<file path="src/rtl/dpram_reader_pkg.sv">
// Shared types for the dual-port RAM stream reader: FSM state encoding and skid buffer depth.
package dpram_reader_pkg;

    typedef enum logic [1:0] {
        IDLE  = 2'd0,
        RUN   = 2'd1,
        DRAIN = 2'd2,
        DONE  = 2'd3
    } rd_state_t;

    localparam int SKID_DEPTH = 2;

endpackage

</file>
<file path="src/rtl/stream_skid_fifo2.sv">
// Two-entry FIFO that catches RAM read data and presents it on a valid/ready stream.
// Head data stays stable until popped; flush empties it without touching stored words.
module stream_skid_fifo2 #(
    parameter int dWidth = 8
) (
    input  logic              clk,
    input  logic              rst,
    input  logic              i_flush,
    input  logic              i_push,
    input  logic [dWidth-1:0] i_data,
    input  logic              i_pop,
    output logic              o_valid,
    output logic [dWidth-1:0] o_data,
    output logic [1:0]        o_count
);

    logic [dWidth-1:0] r_mem0;
    logic [dWidth-1:0] r_mem1;
    logic              r_rd_ptr;
    logic              r_wr_ptr;
    logic [1:0]        r_count;
    logic              w_do_pop;
    logic              w_do_push;

    assign w_do_pop  = i_pop && (r_count != 2'd0);
    assign w_do_push = i_push && ((r_count != 2'd2) || w_do_pop);

    always_ff @(posedge clk or posedge rst) begin
        if (rst) begin
            r_mem0   <= '0;
            r_mem1   <= '0;
            r_rd_ptr <= 1'b0;
            r_wr_ptr <= 1'b0;
            r_count  <= 2'd0;
        end else if (i_flush) begin
            r_rd_ptr <= 1'b0;
            r_wr_ptr <= 1'b0;
            r_count  <= 2'd0;
        end else begin
            if (w_do_push) begin
                if (r_wr_ptr) r_mem1 <= i_data;
                else          r_mem0 <= i_data;
                r_wr_ptr <= ~r_wr_ptr;
            end
            if (w_do_pop) r_rd_ptr <= ~r_rd_ptr;
            r_count <= r_count + {1'b0, w_do_push} - {1'b0, w_do_pop};
        end
    end

    assign o_valid = (r_count != 2'd0);
    assign o_data  = r_rd_ptr ? r_mem1 : r_mem0;
    assign o_count = r_count;

endmodule

</file>
<file path="src/rtl/dpram_stream_reader.sv">
// Sweeps a window of a dual-port RAM read port and streams the words out on valid/ready.
// Stream handshake: a word moves on a clock edge where out_valid && out_ready; while out_valid is
// high and out_ready low, out_valid/out_data/out_last hold their values.
module dpram_stream_reader
    import dpram_reader_pkg::*;
#(
    parameter int aWidth = 10,
    parameter int dWidth = 8,
    parameter int lWidth = aWidth + 1
) (
    input  logic              clk,
    input  logic              reset,
    input  logic              start,
    input  logic [aWidth-1:0] start_addr,
    input  logic [lWidth-1:0] length,
    input  logic              abort,
    output logic              busy,
    output logic              done,
    output logic [aWidth-1:0] ram_addr,
    output logic              ram_we,
    input  logic [dWidth-1:0] ram_q,
    output logic              out_valid,
    input  logic              out_ready,
    output logic [dWidth-1:0] out_data,
    output logic              out_last,
    output logic [1:0]        dbg_state
);

    rd_state_t         r_state;
    rd_state_t         w_next;
    logic [aWidth-1:0] r_addr;
    logic [lWidth-1:0] r_len;
    logic [lWidth-1:0] r_issue_cnt;
    logic [lWidth-1:0] r_xfer_cnt;
    logic              r_inflight;
    logic              w_pop;
    logic              w_issue;
    logic              w_start_ok;
    logic              w_abort_ok;
    logic              w_last_issue;
    logic              w_last_xfer;
    logic [1:0]        w_fifo_count;
    logic [2:0]        w_occ;

    // ram_addr only advances once the word sitting on it is guaranteed a FIFO slot when it
    // returns; until then the address is held and the read is simply not committed yet.
    assign w_pop        = out_valid && out_ready;
    assign w_occ        = {1'b0, w_fifo_count} + {2'b00, r_inflight} - {2'b00, w_pop};
    assign w_start_ok   = (r_state == IDLE) && start;
    assign w_abort_ok   = abort && ((r_state == RUN) || (r_state == DRAIN));
    assign w_issue      = (r_state == RUN) && !abort && (w_occ < 3'(SKID_DEPTH));
    assign w_last_issue = (r_issue_cnt == r_len - lWidth'(1));
    assign w_last_xfer  = (r_xfer_cnt == r_len - lWidth'(1));

    always_comb begin
        w_next = r_state;
        busy   = 1'b0;
        done   = 1'b0;
        case (r_state)
            IDLE: begin
                if (start) w_next = (length == '0) ? DONE : RUN;
            end
            RUN: begin
                busy = 1'b1;
                if (abort)                        w_next = IDLE;
                else if (w_issue && w_last_issue) w_next = DRAIN;
            end
            DRAIN: begin
                busy = 1'b1;
                if (abort)                     w_next = IDLE;
                else if (w_pop && w_last_xfer) w_next = DONE;
            end
            DONE: begin
                busy   = 1'b1;
                done   = 1'b1;
                w_next = IDLE;
            end
            default: w_next = IDLE;
        endcase
    end

    always_ff @(posedge clk or posedge reset) begin
        if (reset) begin
            r_state     <= IDLE;
            r_addr      <= '0;
            r_len       <= '0;
            r_issue_cnt <= '0;
            r_xfer_cnt  <= '0;
            r_inflight  <= 1'b0;
        end else begin
            r_state    <= w_next;
            r_inflight <= w_issue;
            if (w_start_ok) begin
                r_addr      <= start_addr;
                r_len       <= length;
                r_issue_cnt <= '0;
                r_xfer_cnt  <= '0;
            end else begin
                if (w_issue) begin
                    r_addr      <= r_addr + aWidth'(1);
                    r_issue_cnt <= r_issue_cnt + lWidth'(1);
                end
                if (w_pop) r_xfer_cnt <= r_xfer_cnt + lWidth'(1);
            end
        end
    end

    stream_skid_fifo2 #(
        .dWidth (dWidth)
    ) u_skid (
        .clk     (clk),
        .rst     (reset),
        .i_flush (w_abort_ok),
        .i_push  (r_inflight),
        .i_data  (ram_q),
        .i_pop   (w_pop),
        .o_valid (out_valid),
        .o_data  (out_data),
        .o_count (w_fifo_count)
    );

    assign ram_addr  = r_addr;
    assign ram_we    = 1'b0;
    assign out_last  = out_valid && w_last_xfer;
    assign dbg_state = r_state;

endmodule

</file>
<file path="config.mk">
export PLATFORM = sky130hd
export DESIGN_NAME = dpram_stream_reader
export DESIGN_NICKNAME = d
export VERILOG_FILES = /design/src/rtl/dpram_reader_pkg.sv /design/src/rtl/stream_skid_fifo2.sv /design/src/rtl/dpram_stream_reader.sv
export SDC_FILE = /design/constraint.sdc
export NUM_CORES = 1
export LEC_CHECK = 0
export BUFFER_PORTS_ARGS = -buffer_cell sky130_fd_sc_hd__buf_4
export CORE_MARGIN = 2
export CORE_UTILIZATION = 50
export CTS_CLUSTER_SIZE = 28
export DETAILED_ROUTE_END_ITERATION = 6
export GPL_TIMING_DRIVEN = 1
export PLACE_DENSITY_LB_ADDON = 0.05
export SLEW_MARGIN = 0
export SYNTH_ARGS = -nofsm -noshare
export SYNTH_HDL_FRONTEND = slang
export SYNTH_SLANG_ARGS = --single-unit
</file>
<file path="constraint.sdc">
create_clock -name clk -period 4.7 [get_ports clk]
set_input_delay 0.94 -clock clk [delete_from_list [all_inputs] [get_ports clk]]
set_output_delay 0.94 -clock clk [all_outputs]
set_load 0.1 [all_outputs]
</file>
; ---- Word level (Yosys, flattened, before mapping)
; Cells that the tools add are included.
[classes]
n_eq_ne = 9
bitwise_logic = 3
n_reduce_logical = 24
div = 0
addsub = 8
n_mux = 21
shifts = 0
multipliers = 0
order_cmp = 1
[ops]
columns = cell, count
row1 = 2-to-1 mux 11 bit, 4
row2 = "adder 11 x 1 -> 11 bit, second input constant", 2
row3 = equality test 11 bit, 2
row4 = 2-to-1 mux 10 bit, 2
row5 = 2-to-1 mux 2 bit, 7
row6 = zero test 11 bit, 1
row7 = "subtractor 11 x 1 -> 11 bit, second input constant", 1
row8 = "adder 10 x 1 -> 10 bit, second input constant", 1
row9 = logical AND 1 bit, 10
row10 = nonzero test 2 bit, 5
row11 = AND reduction 3 bit, 3
row12 = 2-to-1 mux 8 bit, 1
row13 = case mux 2 bit (4 select lines), 1
row14 = 2-to-1 mux 1 bit, 6
row15 = "!= test 3 x 2 -> 1 bit, second input constant", 2
row16 = "equality test 2 bit, second input constant", 2
row17 = "!= test 2 bit, second input constant", 2
row18 = adder 2 x 1 -> 3 bit, 1
row19 = "less-than comparator 3 x 2 -> 1 bit, second input constant", 1
row20 = inverter 1 bit, 3
row21 = OR reduction 3 bit, 1
row22 = subtractor 3 x 1 -> 3 bit, 1
row23 = adder 2 x 1 -> 2 bit, 1
row24 = "equality test 2 x 1 -> 1 bit, second input constant", 1
row25 = 4 further kinds, 5
[word_totals]
memories = 0
reg_bits = 66
word_cells = 77
romBits = 0
latch_bits = 0
ramBits = 0
input_bits = 34

; ---- Logic depth before layout (Yosys ltp)
; Gate-level depths: netlist of the first run.
[logic_depth]
depth_word = 9
depth_mapped = 14

; ---- By module
; A second synthesis of the first run with hierarchy kept.
[unflattened]
hier_cells = 400
area_unflattened_um2 = 3996.3
[modules_own_cells]
columns = module, seq_area_each_um2, instances, cells_per_inst, area_per_inst_um2
row1 = dpram_stream_reader, 1151.1, 1, 334, 3037.9
row2 = stream_skid_fifo2, 500.5, 1, 66, 958.4

; ---- Worst setup path before layout of the first run
; OpenSTA, ideal clock, no wires.
[synth_timing]
path_type = reg2out
startpoint = register r_len[0]
endpoint = output port out_last
setup_slack_ns = -1.017
path_buffers = 2
path_stages_with_launch = 10
t_arrival_ns = 4.777
path_cell_list = dfrtp_1 buf_2 inv_1 ha_1 nor2b_1 buf_2 a21o_1 a2111oi_2 nand4_1 nor4b_1
[synth_between]
elab_chain_len = 3
[synth_lines]
columns = element, line
row1 = from (decl), dpram_stream_reader.sv:32  ; logic [lWidth-1:0] r_len;
row2 = from (signal assigned), dpram_stream_reader.sv:95  ; r_len <= length;
row3 = subtractor 11 x 1 -> 11 bit, dpram_stream_reader.sv:53  ; assign w_last_xfer = (r_xfer_cnt == r_len - lWidth'(1));
row4 = equality test 11 bit, dpram_stream_reader.sv:53
row5 = logical AND 1 bit, dpram_stream_reader.sv:124  ; assign out_last = out_valid && w_last_xfer;
row6 = to (decl), dpram_stream_reader.sv:25  ; output logic out_last,
; Every way passes these cells.

; ---- Final worst setup path of the first run
; Same ends and word-level chain as after synthesis.

==> results of run 1 <==
placed cells by master (no fill, tap or decap), types with 2 or more instances in the layout:
| cell | count |
|---|---|
| nor4_1 | 7 |
| bufinv_16 | 2 |
| o211ai_1 | 2 |
| clkbuf_8 | 9 |
| clkbuf_1 | 2 |
| clkinv_2 | 2 |
| and2_1 | 2 |
| nor2_1 | 22 |
| or3_1 | 7 |
| o31a_1 | 2 |
| ha_1 | 12 |
| nand3_1 | 7 |
| xnor2_1 | 30 |
| mux2i_1 | 3 |
| xor2_1 | 29 |
| nand2_1 | 61 |
| o21ai_0 | 18 |
| a21oi_1 | 12 |
| nor3_1 | 3 |
| a31oi_1 | 2 |
| dfrtp_1 | 66 |
| nand4_1 | 10 |
| mux2_2 | 24 |
| buf_4 | 60 |
| nor2b_1 | 4 |
| inv_1 | 8 |
| and3_1 | 9 |
critical path, stage by stage (launching register included):
cell and delay, ns:
dfrtp_1 0.49, inv_1 0.12, ha_1 0.18, nor2b_1 0.47, nand3_1 0.17, a2111oi_2 0.38, nand4_1 0.19, nor4b_2 0.34
buf_4 0.34
final cells by class:
| type | count | area, um^2 |
|---|---|---|
| multi-input combinational | 285 | 1960 |
| tap | 99 | 124 |
| clock inverter | 5 | 78.8 |
| sequential | 66 | 1650 |
| timing repair buffer | 60 | 450 |
| inverter | 10 | 37.5 |
| clock buffer | 11 | 131 |
| fill | 646 | 2780 |
layer usage:
metal	routed length (um)	share of wire, %	up-vias	track usage, %
met3	293	3.7	8	5.87
met2	3910	49	54	35.1
li1	-	-	1390	-
met1	3620	46	1389	27.6
met4	104	1.3	0	5.26
met5	0	0	-	0
state kept, by name (all words and copies together), names as in the netlist:
signal / flops
u_skid.r_wr_ptr: 1
u_skid.r_mem0: 8
dbg_state: 2
r_xfer_cnt: 11
u_skid.r_rd_ptr: 1
ram_addr: 10
r_inflight: 1
r_len: 11
u_skid.o_count: 2
u_skid.r_mem1: 8
r_issue_cnt: 11
logic make-up after synthesis:
| family | after synthesis |
|---|---|
| AND/OR/NAND/NOR | 141 |
| flip-flops | 66 |
| XOR/XNOR | 59 |
| AO/OA/AOI/OAI | 44 |
| multiplexers | 27 |
| buffers and inverters | 26 |
| adder cells (fa/ha/maj) | 13 |
| other | 1 |
metrics by stage:
| stage | hold slack, ns | total power, mW | instances | instance area, um^2 | utilization, % |
|---|---|---|---|---|---|
| after detailed placement | 0.493 | 2.95 | 520 | 4220 | 58.5 |
| after global placement | 0.482 | 2.93 | 520 | 4220 | 58.5 |
| after global routing | 0.529 | 3.67 | 536 | 4430 | 61.4 |
| final | 0.511 | 3.46 | 536 | 4430 | 61.4 |
| after CTS | 0.511 | 3.48 | 536 | 4430 | 61.4 |
| after floorplan | 0.474 | 2.57 | 377 | 3720 | - |
worst max path at each step:
| stage | end | slack, ns |
|---|---|---|
| 2_1_floorplan | out_last | 0.37 |
| 3_3_place_gp | dbg_state[0]$_DFFE_PP0P_ | 0.99 |
| 3_5_place_dp | dbg_state[0]$_DFFE_PP0P_ | 0.84 |
| 4_1_cts | out_last | 0.72 |
| 5_1_grt | out_last | 0.52 |
| 6_report | out_last | 0.74 |
power by group:
part,switching (mW),total (mW),internal [mW]
Clock,0.219,0.517,0.298
Combinational,1.33,1.95,0.616
Sequential,0.232,0.992,0.760
Total,1.79,3.46,1.67
cells in the mapped netlist, types with 2 or more instances:
| library cell | count |
|---|---|
| dfrtp_1 | 66 |
| nand2_1 | 61 |
| xnor2_1 | 30 |
| xor2_1 | 29 |
| mux2_2 | 24 |
| nor2_1 | 22 |
| o21ai_0 | 18 |
| a21oi_1 | 12 |
| ha_1 | 12 |
| nand4_1 | 10 |
| and3_1 | 9 |
| clkbuf_1 | 9 |
| inv_1 | 9 |
| nand3_1 | 7 |
| nor4_1 | 7 |
| or3_1 | 7 |
| buf_2 | 4 |
| nor2b_1 | 4 |
| mux2i_1 | 3 |
| nor3_1 | 3 |
| a31oi_1 | 2 |
| and2_1 | 2 |
| nor4b_1 | 2 |
| o211ai_1 | 2 |
| o31a_1 | 2 |
==> metrics.cfg, run 1 <==
[status]
status=finished clean

[yosys]
synth_warnings=0
synth_top_family_by_area=simple AND/OR/NAND/NOR gates
synth-simple-area-share_pct=18.5
synth_top_cells_by_area=dfrtp_1, mux2_2, xnor2_1
syn-cell-area_mm2=0.00372
synth-xor-area-share_pct=13.9
synth.largest_area_cell=dfrtp_1
yosys.area.top_type_share_pct=44.4
synth-edff-count=0
synth_fa_ha_area_share_pct=4.58
synth.net_count=424
synth_compound_area_share_pct=7.31
yosysUniqueCellTypes=46
synthArstFlopShare_pct=100
synthMuxAreaShare_pct=8.08
synth_seq_cells=66
synth_seq_area_share_pct=44.4
avgSynthCellArea_um2=9.86
netlist_instances=377
synth_ff_type=dfrtp_1

[worst_setup_path]
end_kind=output pin
regToRegEndpoint=dbg_state[0]$_DFFE_PP0P_
crit_fanout=9
r2r_start=u_skid.o_count[1]$_DFF_PP0_
arrival_ns=3.02
r2r_setup_slack_ns=1.10
critPathLaunchType=flop
criticalPathCategory=reg -> out
reg2regPathDepth=14
required_ns=3.76
cp-startpoint=r_len[0]$_DFFE_PP0P_

[drt]
finalWirelength_mm=7.93
vias=2841
avgRoutedWirePerCell_um=14.8
drc_errors=0
ant_nets=0
dr.pass1.iters=4
drtIter0Drc=100
viasPerCell=5.30

[global_route]
grt_pass1_vias=2790
overflow=0
grt_use_total_pct=21.2
grt_pass1_wl_mm=13.8
antenna_found_initial=0
grt_max_degree=56

[placement]
hpwl_mm=5.73
place_congestion=0.834
dp_slack_ns=0.842
io_buffer_count=57

[die]
top_level_ports=59
initial_core_util_pct=51.5
dieWidth_um=90.2
dieArea_mm2=0.00814
rows=31
die_y_um=90.2
core_area_mm2=0.00721

[sta]
slew_headroom_pct=49.8
tightest_slew_ns=0.751
finalHoldViolCount=0
final-setup-viol-count=0
fin_worst_skew_ns=0.0150
timing.setup.tns_ns=0
setup_slack_ns=0.739
fin_crit_ns=3.96
slew_violations=0
fin_crit_sh_pct=84.3
fmax_mhz=252
rsz0062_at_grt=false

[clock_tree]
cts_buffer_depth=2
postCtsSetupBuffers=0
cts_buffers=9
htree_num_levels=3
cts-root-buf=clkbuf_8
cts_hold_buf=0
cts_resized=0
clk_pin_slew_ns=0.07
numClockSinks=66
cts_tree=done
clkLatencyLatePin_ns=0.35

[power]
power_leakage_nw=2.04
p_per_area_mw_per_mm2=781
ir_worst_vdd_mv=0.472

[cells_and_area]
area_growth_pct=19.2
diodes=0
drive_gt1_share_pct=24.7
final_nets=479

[worst_hold_path]
worstHoldEndpoint=u_skid.r_mem0[6]$_DFFE_PP0P_
worstHoldPathCells=1
min-delay-start=u_skid.r_mem0[6]$_DFFE_PP0P_
hold_class=reg -> reg

[job]
cap_violations=0

(Power assumes the default switching activity.)
==> inputs of run 2 (changes only) <==
Clock period 4.7 ns to 3.3 ns, I/O delays scaled along.
==> metrics.cfg, run 2 (synthesized netlist as in run 1, its figures left out) <==
[clock_tree]
cts_buffer_depth=2  ; unchanged
clk_pin_slew_ns=0.07  ; about the same
htree_num_levels=3  ; unchanged
cts_tree=done
cts_buffers=9  ; unchanged
clkLatencyLatePin_ns=0.34  ; about the same
cts-root-buf=clkbuf_8
numClockSinks=66  ; unchanged

[global_route]
antenna_found_initial=0  ; unchanged
grt_pass1_vias=2868  ; +2.8%
overflow=0  ; unchanged
grt_pass1_wl_mm=13.7  ; -0.35%
grt_max_degree=56  ; unchanged
grt_use_total_pct=20.9  ; -0.24 points

[sta]
slew_headroom_pct=45.7  ; -4.1 points
rsz0062_at_grt=true
fin_worst_skew_ns=0.0108  ; -0.00419 ns
finalHoldViolCount=0  ; unchanged
fin_crit_ns=3.24
final-setup-viol-count=0  ; unchanged
fmax_mhz=309
slew_violations=0  ; unchanged
fin_crit_sh_pct=98.1
tightest_slew_ns=0.814  ; +0.0629 ns
fin_hold_ws_ns=0.485  ; -0.0262 ns

[drt]
drc_errors=0  ; unchanged
finalWirelength_mm=8.16  ; +2.8%
viasPerCell=5.27  ; -0.51%
avgRoutedWirePerCell_um=15.0  ; +1.2%
vias=2874  ; +1.2%
dr.pass1.iters=4  ; unchanged
drtIter0Drc=107  ; +7.0%
ant_nets=0  ; unchanged

[die]
rows=31  ; unchanged
top_level_ports=59  ; unchanged
dieArea_mm2=0.00814  ; unchanged
dieWidth_um=90.2  ; unchanged
die_y_um=90.2  ; unchanged
core_area_mm2=0.00721  ; unchanged
initial_core_util_pct=51.5  ; unchanged

[worst_setup_path]
endpoint=out_last
critPathLaunchType=flop
required_ns=2.64  ; -1.12 ns
crit_fanout=6  ; -3
arrival_ns=2.58  ; -0.44 ns
reg2regPathDepth=13  ; -1
r2r_start=u_skid.o_count[1]$_DFF_PP0_
criticalPathCategory=reg -> out
r2r_setup_slack_ns=0.30  ; -0.80 ns
regToRegEndpoint=dbg_state[0]$_DFFE_PP0P_
cp-startpoint=r_len[4]$_DFFE_PP0P_
end_kind=output pin

[cells_and_area]
layout_commonest_cell=buf_4
reg.largest.list=r_issue_cnt x11, r_len x11, r_xfer_cnt x11
area_growth_pct=23.5
final_cell_mix=buf_4, dfrtp_1, nand2_1
fin_area_mm2=0.00459  ; +3.6%
drive_gt1_share_pct=28.0  ; +3.3 points
final_nets=488  ; +1.9%
diodes=0  ; unchanged
post-route-util_pct=63.6  ; +2.2 points
finalNonFillerCells=545  ; +1.7%

[placement]
place_congestion=0.860  ; +3.2%
place_area_mm2=0.00428  ; +1.5%
placedCellCount=525  ; +0.96%
hpwl_mm=5.81  ; +1.3%
io_buffer_count=57  ; unchanged

[power]
ir_worst_vdd_mv=0.736  ; +56%
power_leakage_nw=2.11  ; +3.1%
p_per_area_mw_per_mm2=1120  ; +44%

[worst_hold_path]
hold_class=in -> async

[status]
status=finished clean

[job]
cap_violations=0  ; unchanged

run 2: cell count changes in the layout (fill, tap and decap cells not counted), sizes merged:
cell,delta
buf,+9
clkinvlp,+1
clkinv,-1
run 2: metal layers:
layer | vias up | track usage (%) | wire (um)
met5 | - | 0 | 0
met4 | 0 | 6.15 | 84
met3 | 7 | 4.53 | 253
met2 | 44 | 34.1 | 4060
met1 | 1417 | 28.1 | 3750
li1 | 1406 | - | -
run 2: how the worst min path moves through the flow:
stage	endpoint	slack, ns	depth (start not counted)	startpoint
after detailed placement	u_skid.r_mem1[3]$_DFFE_PP0P_	0.49	1	u_skid.r_mem1[3]$_DFFE_PP0P_
after global placement	u_skid.r_mem1[1]$_DFFE_PP0P_	0.48	1	u_skid.r_mem1[1]$_DFFE_PP0P_
after CTS	ram_addr[6]$_DFFE_PP0P_	0.50	2	reset
final	ram_addr[8]$_DFFE_PP0P_	0.48	2	reset
after floorplan	u_skid.r_mem1[0]$_DFFE_PP0P_	0.47	1	u_skid.r_mem1[0]$_DFFE_PP0P_
after global routing	u_skid.r_mem0[4]$_DFFE_PP0P_	0.52	1	u_skid.r_mem0[4]$_DFFE_PP0P_
run 2: area by class of cell:
| cell class | count | area, um^2 |
|---|---|---|
| Fill cell | 662 | 2620 |
| Clock buffer | 11 | 141 |
| Tap cell | 99 | 124 |
| Timing Repair Buffer | 69 | 534 |
| Clock inverter | 5 | 77.6 |
| Sequential cell | 66 | 1650 |
| Inverter | 10 | 37.5 |
| Multi-Input combinational cell | 285 | 2020 |
run 2: timing repair:
action / in CTS / in global routing
buffers inserted: 0 / 4
hold endpoints to repair: 0 / 0
pin swaps: 0 / 2
setup endpoints to repair: 1 / 6
resized for setup: 4 / 7
hold buffers: 0 / 0
cloned: 0 / 0
run 2: power breakdown:
group          internal [mW]  switching, mW
Combinational          0.984           2.01
Clock                  0.444          0.315
Sequential              1.08          0.312
run 2: critical path, stage by stage (launching register included):
cell and delay [ns]:
dfrtp_1 0.49, or4_4 0.60, or2_4 0.26, xnor2_1 0.16
nand2_1 0.14, nor4b_4 0.33, buf_6 0.26
run 2: per-stage QoR:
step | setup TNS, ns | setup slack [ns] | power, mW
after floorplan | -0.0824 | -0.0824 | 3.68
after global placement | 0 | 0.210 | 4.25
after detailed placement | 0 | 0.146 | 4.27
after CTS | 0 | 0.00536 | 5.06
after global routing | -0.0777 | -0.0556 | 5.45
final | 0 | 0.0637 | 5.15
